**src/rtl/vdp_pkg.sv**
```systemverilog
// Shared definitions for the CPU-to-VDP bus bridge: FSM states, CPU port codes
// and the layout of a queued write entry.
package vdp_pkg;

  typedef enum logic [2:0] {
    ST_IDLE,
    ST_WRITE,
    ST_GAP,
    ST_DRAIN,
    ST_READ,
    ST_DONE
  } state_t;

  typedef enum logic [1:0] {
    PORT_RD_DATA   = 2'd0,
    PORT_RD_STATUS = 2'd1,
    PORT_WR_DATA   = 2'd2,
    PORT_WR_ADDR   = 2'd3
  } cpu_port_t;

  localparam int unsigned ENTRY_W = 9;

  typedef struct packed {
    logic       mode;
    logic [7:0] data;
  } wr_entry_t;

endpackage

```
**src/rtl/sync_fifo.sv**
```systemverilog
// Single-clock FIFO with show-ahead head output; push and pop may coincide.
module sync_fifo #(
  parameter int unsigned WIDTH = 9,
  parameter int unsigned DEPTH = 4
) (
  input  logic             clk,
  input  logic             reset,
  input  logic             push,
  input  logic             pop,
  input  logic [WIDTH-1:0] din,
  output logic [WIDTH-1:0] dout,
  output logic             full,
  output logic             empty
);

  localparam int unsigned AW = $clog2(DEPTH);
  localparam int unsigned CW = AW + 1;

  logic [WIDTH-1:0] mem [DEPTH];
  logic [AW-1:0]    wr_ptr;
  logic [AW-1:0]    rd_ptr;
  logic [CW-1:0]    count;
  logic             do_push;
  logic             do_pop;

  assign full    = (count == CW'(DEPTH));
  assign empty   = (count == '0);
  assign do_pop  = pop && !empty;
  assign do_push = push && (!full || do_pop);
  assign dout    = mem[rd_ptr];

  // Pointers wrap naturally because DEPTH is a power of two.
  always_ff @(posedge clk or posedge reset) begin
    if (reset) begin
      wr_ptr <= '0;
      rd_ptr <= '0;
      count  <= '0;
    end else begin
      if (do_push) wr_ptr <= wr_ptr + AW'(1);
      if (do_pop)  rd_ptr <= rd_ptr + AW'(1);
      case ({do_push, do_pop})
        2'b10:   count <= count + CW'(1);
        2'b01:   count <= count - CW'(1);
        default: count <= count;
      endcase
    end
  end

  always_ff @(posedge clk) begin
    if (do_push) mem[wr_ptr] <= din;
  end

endmodule

```
**src/rtl/vdp_bus_bridge.sv**
```systemverilog
// Bridges 8-bit CPU port strobes to a VDP: queues writes with forced gaps and
// serialises reads behind all queued writes.
module vdp_bus_bridge
  import vdp_pkg::*;
#(
  parameter int unsigned FIFO_DEPTH = 4,
  parameter int unsigned WR_GAP     = 2,
  parameter int unsigned RD_CYCLES  = 4
) (
  input  logic        clk,
  input  logic        reset,
  input  logic [1:0]  cpu_port,
  input  logic        cpu_wr,
  input  logic        cpu_rd,
  input  logic [7:0]  cpu_wdata,
  output logic [7:0]  cpu_rdata,
  output logic        cpu_rvalid,
  output logic        cpu_ready,
  output logic        overflow,
  output logic        vdp_mode,
  output logic [7:0]  vdp_addr,
  output logic [7:0]  vdp_data_in,
  output logic        vdp_wr,
  output logic        vdp_rd,
  input  logic [15:0] vdp_data_out
);

  state_t     state, state_nx;
  logic [7:0] cnt;
  logic       rd_pend, rd_mode;
  logic       mode_q;
  logic [7:0] data_q, rdata_q;
  logic       wr_req, rd_req, push, rd_accept;
  logic       pop, load_wr, load_rd, capture;
  logic       fifo_full, fifo_empty;
  logic [ENTRY_W-1:0] fifo_dout;
  wr_entry_t  head;
  logic [7:0] unused_lo;

  assign unused_lo = vdp_data_out[7:0];
  assign head      = wr_entry_t'(fifo_dout);

  assign wr_req    = cpu_wr && (cpu_port == PORT_WR_DATA || cpu_port == PORT_WR_ADDR);
  assign rd_req    = cpu_rd && (cpu_port == PORT_RD_DATA || cpu_port == PORT_RD_STATUS);
  assign cpu_ready = !fifo_full && !rd_pend;
  assign push      = wr_req && cpu_ready;
  assign rd_accept = rd_req && cpu_ready;

  sync_fifo #(
    .WIDTH (ENTRY_W),
    .DEPTH (FIFO_DEPTH)
  ) u_fifo (
    .clk   (clk),
    .reset (reset),
    .push  (push),
    .pop   (pop),
    .din   ({cpu_port[0], cpu_wdata}),
    .dout  (fifo_dout),
    .full  (fifo_full),
    .empty (fifo_empty)
  );

  // The head entry keeps its slot until its gap ends, so a pending write still
  // counts towards "full" while it is on the VDP bus.
  always_comb begin
    state_nx = state;
    pop      = 1'b0;
    load_wr  = 1'b0;
    load_rd  = 1'b0;
    capture  = 1'b0;
    case (state)
      ST_IDLE: begin
        if (!fifo_empty) begin
          load_wr  = 1'b1;
          state_nx = ST_WRITE;
        end else if (rd_pend) begin
          load_rd  = 1'b1;
          state_nx = ST_READ;
        end
      end
      ST_WRITE: state_nx = ST_GAP;
      ST_GAP: begin
        if (cnt == 8'(WR_GAP - 1)) begin
          pop      = 1'b1;
          state_nx = rd_pend ? ST_DRAIN : ST_IDLE;
        end
      end
      ST_DRAIN: begin
        if (!fifo_empty) begin
          load_wr  = 1'b1;
          state_nx = ST_WRITE;
        end else begin
          load_rd  = 1'b1;
          state_nx = ST_READ;
        end
      end
      ST_READ: begin
        if (cnt == 8'(RD_CYCLES - 1)) begin
          capture  = 1'b1;
          state_nx = ST_DONE;
        end
      end
      ST_DONE: state_nx = ST_IDLE;
      default: state_nx = ST_IDLE;
    endcase
  end

  always_ff @(posedge clk or posedge reset) begin
    if (reset) begin
      state    <= ST_IDLE;
      cnt      <= '0;
      rd_pend  <= 1'b0;
      rd_mode  <= 1'b0;
      overflow <= 1'b0;
      mode_q   <= 1'b0;
      data_q   <= '0;
      rdata_q  <= '0;
    end else begin
      state <= state_nx;
      cnt   <= (state_nx != state) ? '0 : cnt + 8'd1;
      if (rd_accept) begin
        rd_pend <= 1'b1;
        rd_mode <= cpu_port[0];
      end else if (state == ST_DONE) begin
        rd_pend <= 1'b0;
      end
      if ((wr_req || rd_req) && !cpu_ready) overflow <= 1'b1;
      if (load_wr) begin
        mode_q <= head.mode;
        data_q <= head.data;
      end else if (load_rd) begin
        mode_q <= rd_mode;
      end
      if (capture) rdata_q <= vdp_data_out[15:8];
    end
  end

  assign vdp_wr      = (state == ST_WRITE);
  assign vdp_rd      = (state == ST_READ);
  assign cpu_rvalid  = (state == ST_DONE);
  assign cpu_rdata   = rdata_q;
  assign vdp_mode    = mode_q;
  assign vdp_data_in = data_q;
  assign vdp_addr    = '0;

endmodule

```
**config.mk**
```make
export PLATFORM = sky130hd
export DESIGN_NAME = vdp_bus_bridge
export DESIGN_NICKNAME = d
export VERILOG_FILES = /design/src/rtl/vdp_pkg.sv /design/src/rtl/sync_fifo.sv /design/src/rtl/vdp_bus_bridge.sv
export SDC_FILE = /design/constraint.sdc
export NUM_CORES = 1
export LEC_CHECK = 0
export BUFFER_PORTS_ARGS = -buffer_cell sky130_fd_sc_hd__buf_4
export CAP_MARGIN = 20
export CORE_UTILIZATION = 38
export DETAILED_ROUTE_END_ITERATION = 12
export GPL_TIMING_DRIVEN = 0
export MAX_ROUTING_LAYER = met4
export SLEW_MARGIN = 20
export SYNTH_ARGS = -nofsm -noshare
export SYNTH_HDL_FRONTEND = slang
export SYNTH_SLANG_ARGS = --single-unit
export TNS_END_PERCENT = 100
```
**constraint.sdc**
```tcl
create_clock -name clk -period 5.96 [get_ports clk]
set_input_delay 0.298 -clock clk [delete_from_list [all_inputs] [get_ports clk]]
set_output_delay 0.298 -clock clk [all_outputs]
set_load 0.02 [all_outputs]
```
==> insert_results.sql, run 1 <==
INSERT INTO impl_metrics (metric_group, metric, value, unit) VALUES
('floorplanning', 'die_area', '8850', 'um2'),
('cts', 'clock_sinks', '74', ''),
('cts', 'htree_num_levels', '3', ''),
('cells_and_area', 'drive_gt1_share', '38.7', '%'),
('cts', 'tritoncts', 'done', ''),
('critical_path', 'cell_family_with_most_cp_delay', 'simple AND/OR/NAND/NOR gates', ''),
('floorplanning', 'num_io_pins', '60', ''),
('sta', 'clock-skew-final', '0.00822', 'ns'),
('grt', 'grt_pass1_vias', '1787', ''),
('sta', 'period_needed', '2.40', 'ns'),
('placement', 'gpl.final_weighted_congestion', '0.818', ''),
('grt', 'grt_start_max_net_pins', '22', ''),
('drt', 'vias_per_cell', '4.69', ''),
('sta', 'final_max_slew_viol_count', '0', ''),
('grt', 'grt_use_total', '13.9', '%'),
('sta', 'timing_worst_slew_pin_value', '0.617', 'ns'),
('cts', 'clock_latency', '0.33', 'ns'),
('critical_path', 'required', '6.21', 'ns'),
('critical_path', 'setup.worst_path.end_class', 'flop', ''),
('drt', 'dr.pass1.iters', '4', ''),
('critical_path', 'worstSetupPathType', 'reg -> reg', ''),
('grt', 'grt_antenna_before_repair', '0', ''),
('cts', 'max-clock-path-buffers', '2', ''),
('cells_and_area', 'layout-area-overhead-vs-synth', '21.1', '%'),
('status', 'run_status', 'finished, final reports clean', ''),
('drt', 'total_number_of_vias', '1815', ''),
('cts', 'cts_hold_repair.buffers', '1', ''),
('synthesis', 'post_synth_inst_count', '214', ''),
('synthesis', 'seq_area_frac_synth', '63.1', '%'),
('cts', 'clk_root_buffer_cell', 'clkbuf_8', ''),
('floorplanning', 'floorplan.core_area', '8220', 'um2'),
('drt', 'routed_wire_length_per_instance', '13.9', 'um'),
('cells_and_area', 'final-seq-area', '2030', 'um2'),
('floorplanning', 'die_h', '94.1', 'um'),
('sta', 'setup_ws', '3.56', 'ns'),
('synthesis', 'synth_largest_type_area_fraction', '33.6', '%'),
('floorplanning', 'die_x', '94.1', 'um'),
('worst_hold_path', 'worstHoldPathType', 'in -> reg', ''),
('placement', 'dp_hpwl', '3760', 'um'),
('synthesis', 'ys.warnings.count', '0', ''),
('synthesis', 'ys_top_cells_by_area', 'edfxtp_1 34%, dfrtp_1 30%, mux2_2 7.0%', ''),
('cells_and_area', 'multiInputGateArea', '1080', 'um2'),
('placement', 'port_buffers', '43', ''),
('critical_path', 'critical_path_startpoint_category', 'flop', ''),
('critical_path', 'crit_path_top_delay_cell', 'dfrtp_1', ''),
('sta', 'fmaxAchievable', '417', 'MHz'),
('sta', 'finalHoldViolations', '0', ''),
('grt', 'grt_overflow_total', '0', ''),
('pwr', 'total_leakage_power', '1.62', 'nW'),
('synthesis', 'register_bit_count_reported_by_yosys', '74', ''),
('cts', 'numCtsBuffers', '9', ''),
('sta', 'finalSetupViolCount', '0', ''),
('cts', 'cts.repair.resized', '0', ''),
('sta', 'grt_setup_unrepaired', 'false', ''),
('floorplanning', 'floorplan.rows', '33', ''),
('cells_and_area', 'layout_common_cells', '51 x buf_4, 38 x dfrtp_1, 36 x edfxtp_1', ''),
('pwr', 'powerDensity', '428', 'nW/um2'),
('critical_path', 'timing.critical_path.arrival', '2.65', 'ns'),
('flow_run', 'cap_violations', '0', ''),
('cells_and_area', 'post-route-util', '47.5', '%'),
('drt', 'drt_iter0_markers', '48', ''),
('pwr', 'ir_worst_vdd', '0.182', 'mV'),
('critical_path', 'cp_cell_sequence', 'nor4_4 > nand2_2 > nor3_1 > ha_1 > inv_1 > fa_1 > xor2_1 > nor2_1 > xor2_1', ''),
('cells_and_area', 'nNetsFinal', '315', ''),
('cells_and_area', 'fillCellCount', '735', ''),
('synthesis', 'synth_top_cell_by_area', 'edfxtp_1', ''),
('floorplanning', 'floorplan.initialDensity', '39.2', '%'),
('sta', 'slew-limit-headroom', '58.4', '%'),
('cells_and_area', 'final_common_cell', 'buf_4', ''),
('placement', 'placement.setup.worst_slack', '3.59', 'ns'),
('cells_and_area', 'antennaDiodeCount', '0', '');
[worst register-to-register path, stage by stage (launching register included)]
cell and delay [ns]:
dfrtp_1 0.45, nor4_4 0.37, nand2_2 0.17, nor3_1 0.26, ha_1 0.23, inv_1 0.07
fa_1 0.38, xor2_1 0.15, nor2_1 0.11, xor2_1 0.14
[final timing paths]
kind                              startpoint               end  slack [ns]  cells after the start
worst max-delay path                  cnt[2]   u_fifo.count[2]        3.56                      9
max in group asynchronous              reset    vdp_data_in[7]        4.97                      4
min in group asynchronous              reset          state[1]        0.53                      3
worst min register to register      overflow          overflow        0.50                      1
worst max register to register        cnt[2]   u_fifo.count[2]        3.56                      9
worst min-delay path            cpu_wdata[4]  u_fifo.mem[1][4]        0.16                      1
[cell families (layout without fill, tap and decap cells)]
family,Yosys count,count (layout),share of synthesized area [%]
AO/OA/AOI/OAI,14,14,3.03
XOR/XNOR,12,12,3.26
adder cells (fa/ha/maj),8,8,3.34
buffers and inverters,27,88,4.27
flip-flops,74,74,63.1
multiplexers,30,30,13.6
other,1,8,0.116
AND/OR/NAND/NOR,48,48,9.29
[registers in the layout, indices dropped and copies added, names as in the netlist, 2 cells and up]
name	flops
u_fifo.rd_ptr	2
state	3
u_fifo.mem	36
vdp_data_in	8
u_fifo.count	3
u_fifo.wr_ptr	2
cpu_rdata	8
cnt	8
[report_power, final]
| group | switching, W | internal, W |
|---|---|---|
| registers | 0.0000732 | 0.000644 |
| logic | 0.000323 | 0.000305 |
| clock network | 0.000174 | 0.000150 |
| total | 0.000570 | 0.00110 |
[cell usage after synthesis (all sizes together)]
cell,number
xnor2,5
nor2,13
nor4,4
o21ai,3
nand4,2
fa,1
o21bai,1
buf,14
conb,1
and3b,1
mux4,9
o21a,1
nor3b,1
and2,5
ha,7
a31oi,2
clkbuf,1
a21oi,3
edfxtp,36
xor2,7
o31a,1
dfrtp,38
nand2b,2
mux2i,1
mux2,20
nand3,5
nor2b,1
or2,1
nand2,3
inv,12
nor3,5
a41oi,1
and3,5
o211ai,1
o311ai,1
[layer usage]
metal	global-route usage [%]	vias to the layer above	share of wire (%)
met5	-	-	0
met4	7.31	0	1.8
met3	2.75	9	3.0
met2	21.8	32	50
met1	17.0	890	46
li1	-	884	-
[cell type report]
cell class                 count  area share [%]
tap                          105            3.37
sequential                    74            52.1
clock inverter                 5           0.802
inverter                      12            1.15
timing repair buffer          45            9.24
buffer                        15            2.37
multi-input combinational    120            27.6
clock buffer                  11            3.37
[metrics by stage]
step | cell area, um2 | hold WS, ns | total power (W) | std cells
6_report | 3900 | 0.163 | 0.00167 | 387
5_1_grt | 3900 | 0.150 | 0.00178 | 387
4_1_cts | 3900 | 0.149 | 0.00169 | 387
3_5_place_dp | 3730 | 0.336 | 0.00136 | 370
3_3_place_gp | 3700 | 0.464 | 0.00135 | 369
2_1_floorplan | 3250 | 0.397 | 0.00117 | 221
(Power assumes the default switching activity.)
==> run 2, diff against run 1 <==
- ABC_AREA: default -> 1
- clock period: 5.96 -> 2.45 ns (I/O delays scaled with it)
==> run 2 against run 1 <==
  * Maximum frequency up 7.4%
  * Largest cell class unchanged
  * Via count up 26%
  * Critical path depth unchanged
  * Combinational power rose to 2.8 times the previous value
  * Utilization up 2.3 points
  * Setup slack worse by 3.3 ns
  * Cell count up 29%
  * Power rose to 2.6 times the previous value
==> insert_results.sql, run 2 <==
INSERT INTO impl_metrics (metric_group, metric, value, unit) VALUES
('floorplanning', 'die_x', '94.3', 'um'),
('status', 'run_status', 'finished, final reports clean', ''),
('floorplanning', 'num_io_pins', '60', ''),
('sta', 'final_max_slew_viol_count', '0', ''),
('flow_run', 'cap_violations', '0', ''),
('synthesis', 'syn_area_per_cell', '10.4', 'um2'),
('synthesis', 'post_synth_inst_count', '310', ''),
('placement', 'dpl_cell_area', '3730', 'um2'),
('cells_and_area', 'finalInstanceArea', '4090', 'um2'),
('cells_and_area', 'max_reg_flops', '36', ''),
('sta', 'fin_setup_tns', '0', 'ns'),
('synthesis', 'yosys.cell_count.top_type', 'nor2_1', ''),
('sta', 'grt_setup_unrepaired', 'false', ''),
('synthesis', 'synth_top_cell_by_area', 'edfxtp_1', ''),
('synthesis', 'register_bit_count_reported_by_yosys', '74', ''),
('drt', 'dr.pass1.iters', '4', ''),
('critical_path', 'timing.critical_path.arrival', '2.45', 'ns'),
('synthesis', 'synth_largest_type_area_fraction', '33.4', '%'),
('cts', 'tritoncts', 'done', ''),
('grt', 'wire_length_of_the_first_global_routing_pass', '10600', 'um'),
('floorplanning', 'floorplan.core_area', '8220', 'um2'),
('grt', 'grt_use_total', '16.6', '%'),
('cts', 'cts.repair.resized', '0', ''),
('sta', 'finalSetupViolCount', '0', ''),
('cells_and_area', 'final_common_cell', 'nor2_1', ''),
('cts', 'max-clock-path-buffers', '2', ''),
('critical_path', 'worst_setup_path_endpoint', 'u_fifo.count[2]', ''),
('critical_path', 'worst_r2r_endpoint', 'u_fifo.count[2]', ''),
('grt', 'grt_overflow_total', '0', ''),
('cells_and_area', 'layout_common_cells', '61 x nor2_1, 51 x buf_4, 48 x nand2_1', ''),
('sta', 'slew-limit-headroom', '37.1', '%'),
('synthesis', 'async_s_r_ff_share_synth', '51.4', '%'),
('critical_path', 'rr_startpoint', 'state[0]', ''),
('grt', 'grt_start_max_net_pins', '31', ''),
('cts', 'htree_num_levels', '3', ''),
('drt', 'route.antenna.remaining_nets', '0', ''),
('cts', 'numCtsBuffers', '9', ''),
('placement', 'gpl.final_weighted_congestion', '0.788', ''),
('pwr', 'total_leakage_power', '1.76', 'nW'),
('drt', 'routed_wl', '6420', 'um'),
('worst_hold_path', 'worstHoldPathType', 'in -> reg', ''),
('sta', 'post-route-period-util', '91.0', '%'),
('cts', 'cts.clk_slew.worst_paths', '0.08', 'ns'),
('drt', 'drt_iter0_markers', '108', ''),
('pwr', 'ir_worst_vdd', '0.370', 'mV'),
('critical_path', 'critical_path_startpoint_category', 'flop', ''),
('floorplanning', 'die_h', '94.3', 'um'),
('critical_path', 'reg2reg_depth', '9', ''),
('synthesis', 'syn_area', '3230', 'um2'),
('cts', 'clock_sinks', '74', ''),
('drt', 'vias_per_cell', '4.57', ''),
('drt', 'drc', '0', ''),
('floorplanning', 'floorplan.rows', '33', ''),
('critical_path', 'setup.reg_to_reg.worst_slack', '0.22', 'ns'),
('synthesis', 'netlist_top_cells_count', '61 x nor2_1, 48 x nand2_1, 38 x dfrtp_1', ''),
('sta', 'period_needed', '2.23', 'ns'),
('placement', 'placement.setup.worst_slack', '0.222', 'ns'),
('synthesis', 'number_of_synthesized_flops_with_an_enable_pin', '36', ''),
('critical_path', 'required', '2.67', 'ns'),
('synthesis', 'ys_top_cells_by_area', 'edfxtp_1 33%, dfrtp_1 29%, nor2_1 7.1%', ''),
('placement', 'port_buffers', '43', ''),
('grt', 'grt_antenna_before_repair', '0', ''),
('cells_and_area', 'registers.top_by_ff_count', 'u_fifo.mem', ''),
('grt', 'grt_pass1_vias', '2316', ''),
('placement', 'dp_hpwl', '4270', 'um'),
('sta', 'clock-skew-final', '0.0124', 'ns'),
('sta', 'setup_ws', '0.220', 'ns'),
('floorplanning', 'die_area', '8880', 'um2'),
('synthesis', 'ys.warnings.count', '0', ''),
('cts', 'clock_latency', '0.35', 'ns'),
('cells_and_area', 'nNetsFinal', '428', ''),
('synthesis', 'synth_flop_cell', 'dfrtp_1', ''),
('sta', 'fmaxAchievable', '448', 'MHz'),
('sta', 'timing_worst_slew_pin_value', '0.940', 'ns'),
('synthesis', 'seq_area_frac_synth', '62.8', '%'),
('drt', 'total_number_of_vias', '2285', ''),
('cells_and_area', 'layout-area-overhead-vs-synth', '26.5', '%'),
('pwr', 'powerDensity', '1060', 'nW/um2'),
('critical_path', 'critPathMaxFanout', '6', ''),
('cells_and_area', 'drive_gt1_share', '21.3', '%'),
('critical_path', 'worstSetupPathType', 'reg -> reg', ''),
('critical_path', 'setup.worst_path.end_class', 'flop', ''),
('critical_path', 'crit_start', 'state[0]', ''),
('floorplanning', 'floorplan.initialDensity', '39.4', '%'),
('sta', 'finalHoldViolations', '0', ''),
('drt', 'routed_wire_length_per_instance', '12.8', 'um'),
('cts', 'clk_root_buffer_cell', 'clkbuf_8', ''),
('cells_and_area', 'antennaDiodeCount', '0', ''),
('synthesis', 'post_synth_num_cell_types', '33', '');
## run 2: repair_timing
| item | in CTS | in global routing |
|---|---|---|
| setup buffers | 0 | 0 |
| endpoints found under the hold margin | 82 | 0 |
| hold buffers | 18 | 0 |
## run 2: cell families after synthesis
family,synth area share [%]
xor gates and xnor gates,2.71
buffers and inverters,6.11
DFF,62.8
AOI/OAI and AO/OA,6.69
and+or+nand+nor,18.2
adders and majority gates,3.33
other,0.116
## run 2: metal layers
metal  wire [um]  track usage [%]  vias up  part of all wire [%]
met2        3100             27.2       50                    48
met4          85             7.31        0                   1.3
li1            -                -     1151                     -
met1        3030             20.0     1076                    47
met5           0                -        -                     0
met3         206             2.99        8                   3.2
## run 2: power by group
group	switching (W)	internal, W
combinational	0.00108	0.000653
clock	0.000479	0.000372
sequential	0.000172	0.00160
## run 2: per-stage QoR
step           utilization (%)  hold slack (ns)  cells  total power (W)
3_5_place_dp              45.5           0.0731    466          0.00353
4_1_cts                   49.8            0.116    500          0.00441
6_report                  49.8            0.128    500          0.00435
3_3_place_gp              45.2            0.326    465          0.00348
5_1_grt                   49.8            0.122    500          0.00469
2_1_floorplan                -            0.221    317          0.00292
## run 2: layout make-up
cell class | instances | area [um2]
clock buffers | 9 | 124
clock inverters | 7 | 52.6
fillers | 764 | 4130
flip-flops and latches | 74 | 2030
multi-input cells | 201 | 1030
well taps | 105 | 131
inverters | 28 | 105
repair buffers | 62 | 523
plain buffers | 14 | 92.6
## run 2: worst min path at each step
| stage | from | depth (start not counted) | endpoint |
|---|---|---|---|
| floorplan | cpu_wdata[0] | 0 | u_fifo.mem[0][0] |
| global placement | cpu_wdata[0] | 1 | u_fifo.mem[1][0] |
| detailed placement | reset | 2 | cpu_rdata[0] |
| CTS | cpu_port[1] | 3 | rd_pend |
| global route | cpu_wr | 4 | overflow |
| finish | cpu_wr | 4 | overflow |
## run 2: critical path: stages (launching register included)
cell and delay [ns]:
dfrtp_1 0.44, nor3_1 0.37, nand3_1 0.23, inv_1 0.11
ha_1 0.14, inv_1 0.06, fa_1 0.37, a21oi_1 0.14
o21ai_0 0.11, xnor2_1 0.13
==> run 3, diff against run 2 <==
- BUFFER_PORTS_ARGS: -buffer_cell sky130_fd_sc_hd__buf_4 -> -buffer_cell sky130_fd_sc_hd__clkbuf_2
- CTS_CLUSTER_SIZE: default -> 25
- clock period: 2.45 -> 2 ns (I/O delays scaled with it)
==> run 3 against run 2 <==
  * Count of clock-buffer cells in the layout did not move
  * Global-route usage about the same
  * Setup slack worse by 0.21 ns
  * Critical path depth rose by 2
  * Flip-flop and latch count is the same
  * Critical path type unchanged
==> insert_results.sql, run 3 (synthesized netlist as in run 2, its figures left out) <==
INSERT INTO impl_metrics (metric_group, metric, value, unit) VALUES
('status', 'run_status', 'finished, final reports clean', ''),
('drt', 'dr.pass1.iters', '4', ''),
('grt', 'grt_pass1_vias', '2270', ''),
('worst_hold_path', 'worst_hold_path.num_cells', '1', ''),
('cts', 'max-clock-path-buffers', '2', ''),
('sta', 'fmaxAchievable', '502', 'MHz'),
('drt', 'drc', '0', ''),
('floorplanning', 'floorplan.core_area', '8220', 'um2'),
('placement', 'numPlacedInstances', '466', ''),
('critical_path', 'critical_path_startpoint_category', 'flop', ''),
('critical_path', 'reg2reg_depth', '11', ''),
('cts', 'clk_root_buffer_cell', 'clkbuf_8', ''),
('cells_and_area', 'antennaDiodeCount', '0', ''),
('drt', 'routed_wire_length_per_instance', '12.8', 'um'),
('cells_and_area', 'fillCellCount', '757', ''),
('cells_and_area', 'registers.top_by_ff_count', 'u_fifo.mem', ''),
('floorplanning', 'floorplan.initialDensity', '39.4', '%'),
('critical_path', 'required', '2.23', 'ns'),
('cells_and_area', 'layout-area-overhead-vs-synth', '27.1', '%'),
('drt', 'drt_iter0_markers', '67', ''),
('cts', 'clock_latency', '0.35', 'ns'),
('drt', 'vias_per_cell', '4.56', ''),
('cells_and_area', 'finalNonFillerCells', '506', ''),
('placement', 'port_buffers', '43', ''),
('worst_hold_path', 'timing.hold.worst_endpoint', 'u_fifo.mem[3][8]', ''),
('floorplanning', 'die_x', '94.3', 'um'),
('pwr', 'powerDensity', '1320', 'nW/um2'),
('drt', 'total_number_of_vias', '2308', ''),
('sta', 'fin_setup_tns', '0', 'ns'),
('cts', 'numCtsBuffers', '9', ''),
('sta', 'finalHoldViolations', '0', ''),
('cts', 'clock_sinks', '74', ''),
('sta', 'final_max_slew_viol_count', '0', ''),
('critical_path', 'worst_r2r_endpoint', 'u_fifo.count[2]', ''),
('critical_path', 'critPathMaxFanout', '3', ''),
('cells_and_area', 'layout_common_cells', '54 x nor2_1, 46 x nand2_1, 43 x clkbuf_2', ''),
('flow_run', 'cap_violations', '0', ''),
('pwr', 'total_leakage_power', '1.79', 'nW'),
('grt', 'wire_length_of_the_first_global_routing_pass', '10600', 'um'),
('worst_hold_path', 'worstHoldPathType', 'in -> reg', ''),
('grt', 'grt_use_total', '16.6', '%'),
('critical_path', 'worstSetupPathType', 'reg -> reg', ''),
('placement', 'gpl.final_weighted_congestion', '0.754', ''),
('worst_hold_path', 'hold_start', 'cpu_port[0]', ''),
('cells_and_area', 'drive_gt1_share', '26.9', '%'),
('critical_path', 'critical_path.max_stage_delay', '0.41', 'ns'),
('critical_path', 'crit_path_top_delay_cell', 'dfrtp_1', ''),
('sta', 'grt_setup_unrepaired', 'true', ''),
('floorplanning', 'die_h', '94.3', 'um'),
('placement', 'dp_hpwl', '4210', 'um'),
('sta', 'finalSetupViolCount', '0', ''),
('floorplanning', 'die_area', '8880', 'um2'),
('cells_and_area', 'nNetsFinal', '434', ''),
('critical_path', 'cp_cell_sequence', 'nor2_2 > nand2_2 > nor2_4 > nand3_4 > inv_1 > ha_1 > inv_2 > fa_2 > a21oi_1 > o21ai_1 > xnor2_1', ''),
('sta', 'post-route-period-util', '99.5', '%'),
('cells_and_area', 'max_reg_flops', '36', ''),
('cells_and_area', 'finalInstanceArea', '4110', 'um2'),
('cells_and_area', 'final_common_cell', 'nor2_1', ''),
('drt', 'routed_wl', '6490', 'um'),
('critical_path', 'setup.worst_path.end_class', 'flop', ''),
('grt', 'grt_antenna_before_repair', '0', ''),
('cts', 'cts.clk_slew.worst_paths', '0.08', 'ns'),
('floorplanning', 'floorplan.rows', '33', ''),
('placement', 'dpl_cell_area', '3630', 'um2'),
('sta', 'clock-skew-final', '0.00844', 'ns'),
('critical_path', 'setup.reg_to_reg.worst_slack', '0.01', 'ns'),
('grt', 'grt_start_max_net_pins', '32', ''),
('grt', 'grt_overflow_total', '0', ''),
('floorplanning', 'num_io_pins', '60', ''),
('pwr', 'ir_worst_vdd', '0.539', 'mV'),
('drt', 'route.antenna.remaining_nets', '0', ''),
('cts', 'tritoncts', 'done', ''),
('critical_path', 'timing.critical_path.arrival', '2.22', 'ns'),
('cts', 'htree_num_levels', '3', ''),
('sta', 'holdWs', '0.0153', 'ns'),
('sta', 'period_needed', '1.99', 'ns'),
('sta', 'timing_worst_slew_pin_value', '0.844', 'ns'),
('sta', 'slew-limit-headroom', '43.5', '%'),
('critical_path', 'rr_startpoint', 'cnt[6]', '');
[run 3: layer usage]
layer	vias up	GRT usage, %	wire, um
met4	0	5.00	73
met3	11	3.88	234
met2	49	28.7	3350
met1	1077	18.9	2830
met5	-	-	0
li1	1171	-	-
[run 3: worst max-delay path, delay by kind of cell, from the launching register on]
| kind | cells | cell delay (ns) |
|---|---|---|
| and+or+nand+nor | 4 | 0.50 |
| adders and majority gates | 2 | 0.50 |
| DFF | 1 | 0.41 |
| AOI/OAI and AO/OA | 2 | 0.23 |
| buffers and inverters | 2 | 0.13 |
| xor gates and xnor gates | 1 | 0.12 |
[run 3: layout make-up]
cell class	instances	area [um2]	area share, %
clock buffer	9	124	3.01
sequential	74	2030	49.4
tap	105	131	3.20
clock inverter	7	68.8	1.67
timing repair buffer	68	458	11.1
inverter	28	105	2.56
multi-input combinational	201	1100	26.7
buffer	14	92.6	2.25
[run 3: report_power, final]
part	switching (W)	leakage [nW]	internal, W	total [W]
Clock	0.000559	0.0970	0.000574	0.00113
Sequential	0.000212	0.785	0.00196	0.00217
Combinational	0.00139	0.905	0.000756	0.00214
Total	0.00216	1.79	0.00329	0.00544
[run 3: per-stage QoR]
| step | setup WS (ns) | total power (W) | util (%) |
|---|---|---|---|
| final | 0.00963 | 0.00544 | 50.0 |
| after global routing | -0.0863 | 0.00583 | 50.0 |
| after CTS | -0.0742 | 0.00541 | 49.3 |
| after detailed placement | -0.238 | 0.00418 | 44.2 |
| after global placement | -0.183 | 0.00412 | 44.0 |
| after floorplan | 0.00150 | 0.00358 | - |
[run 3: how the worst max path moves through the flow]
stage | start | endpoint | slack [ns] | cells after the start
finish | cnt[6] | u_fifo.count[2] | 0.01 | 11
CTS | cnt[1] | u_fifo.count[2] | -0.07 | 12
detailed placement | state[0] | u_fifo.count[2] | -0.24 | 9
global placement | cnt[2] | u_fifo.count[2] | -0.18 | 11
global route | cnt[1] | u_fifo.count[2] | -0.09 | 12
floorplan | state[0] | u_fifo.count[2] | 0.001 | 9
[run 3: repair_timing]
| item | 4_1_cts | 5_1_grt |
|---|---|---|
| pin swaps | 0 | 4 |
| hold buffers | 17 | 0 |
| hold endpoints to repair | 78 | 0 |
| buffers inserted | 3 | 4 |
| endpoints found under the setup margin | 38 | 29 |
| gates resized for setup | 8 | 14 |
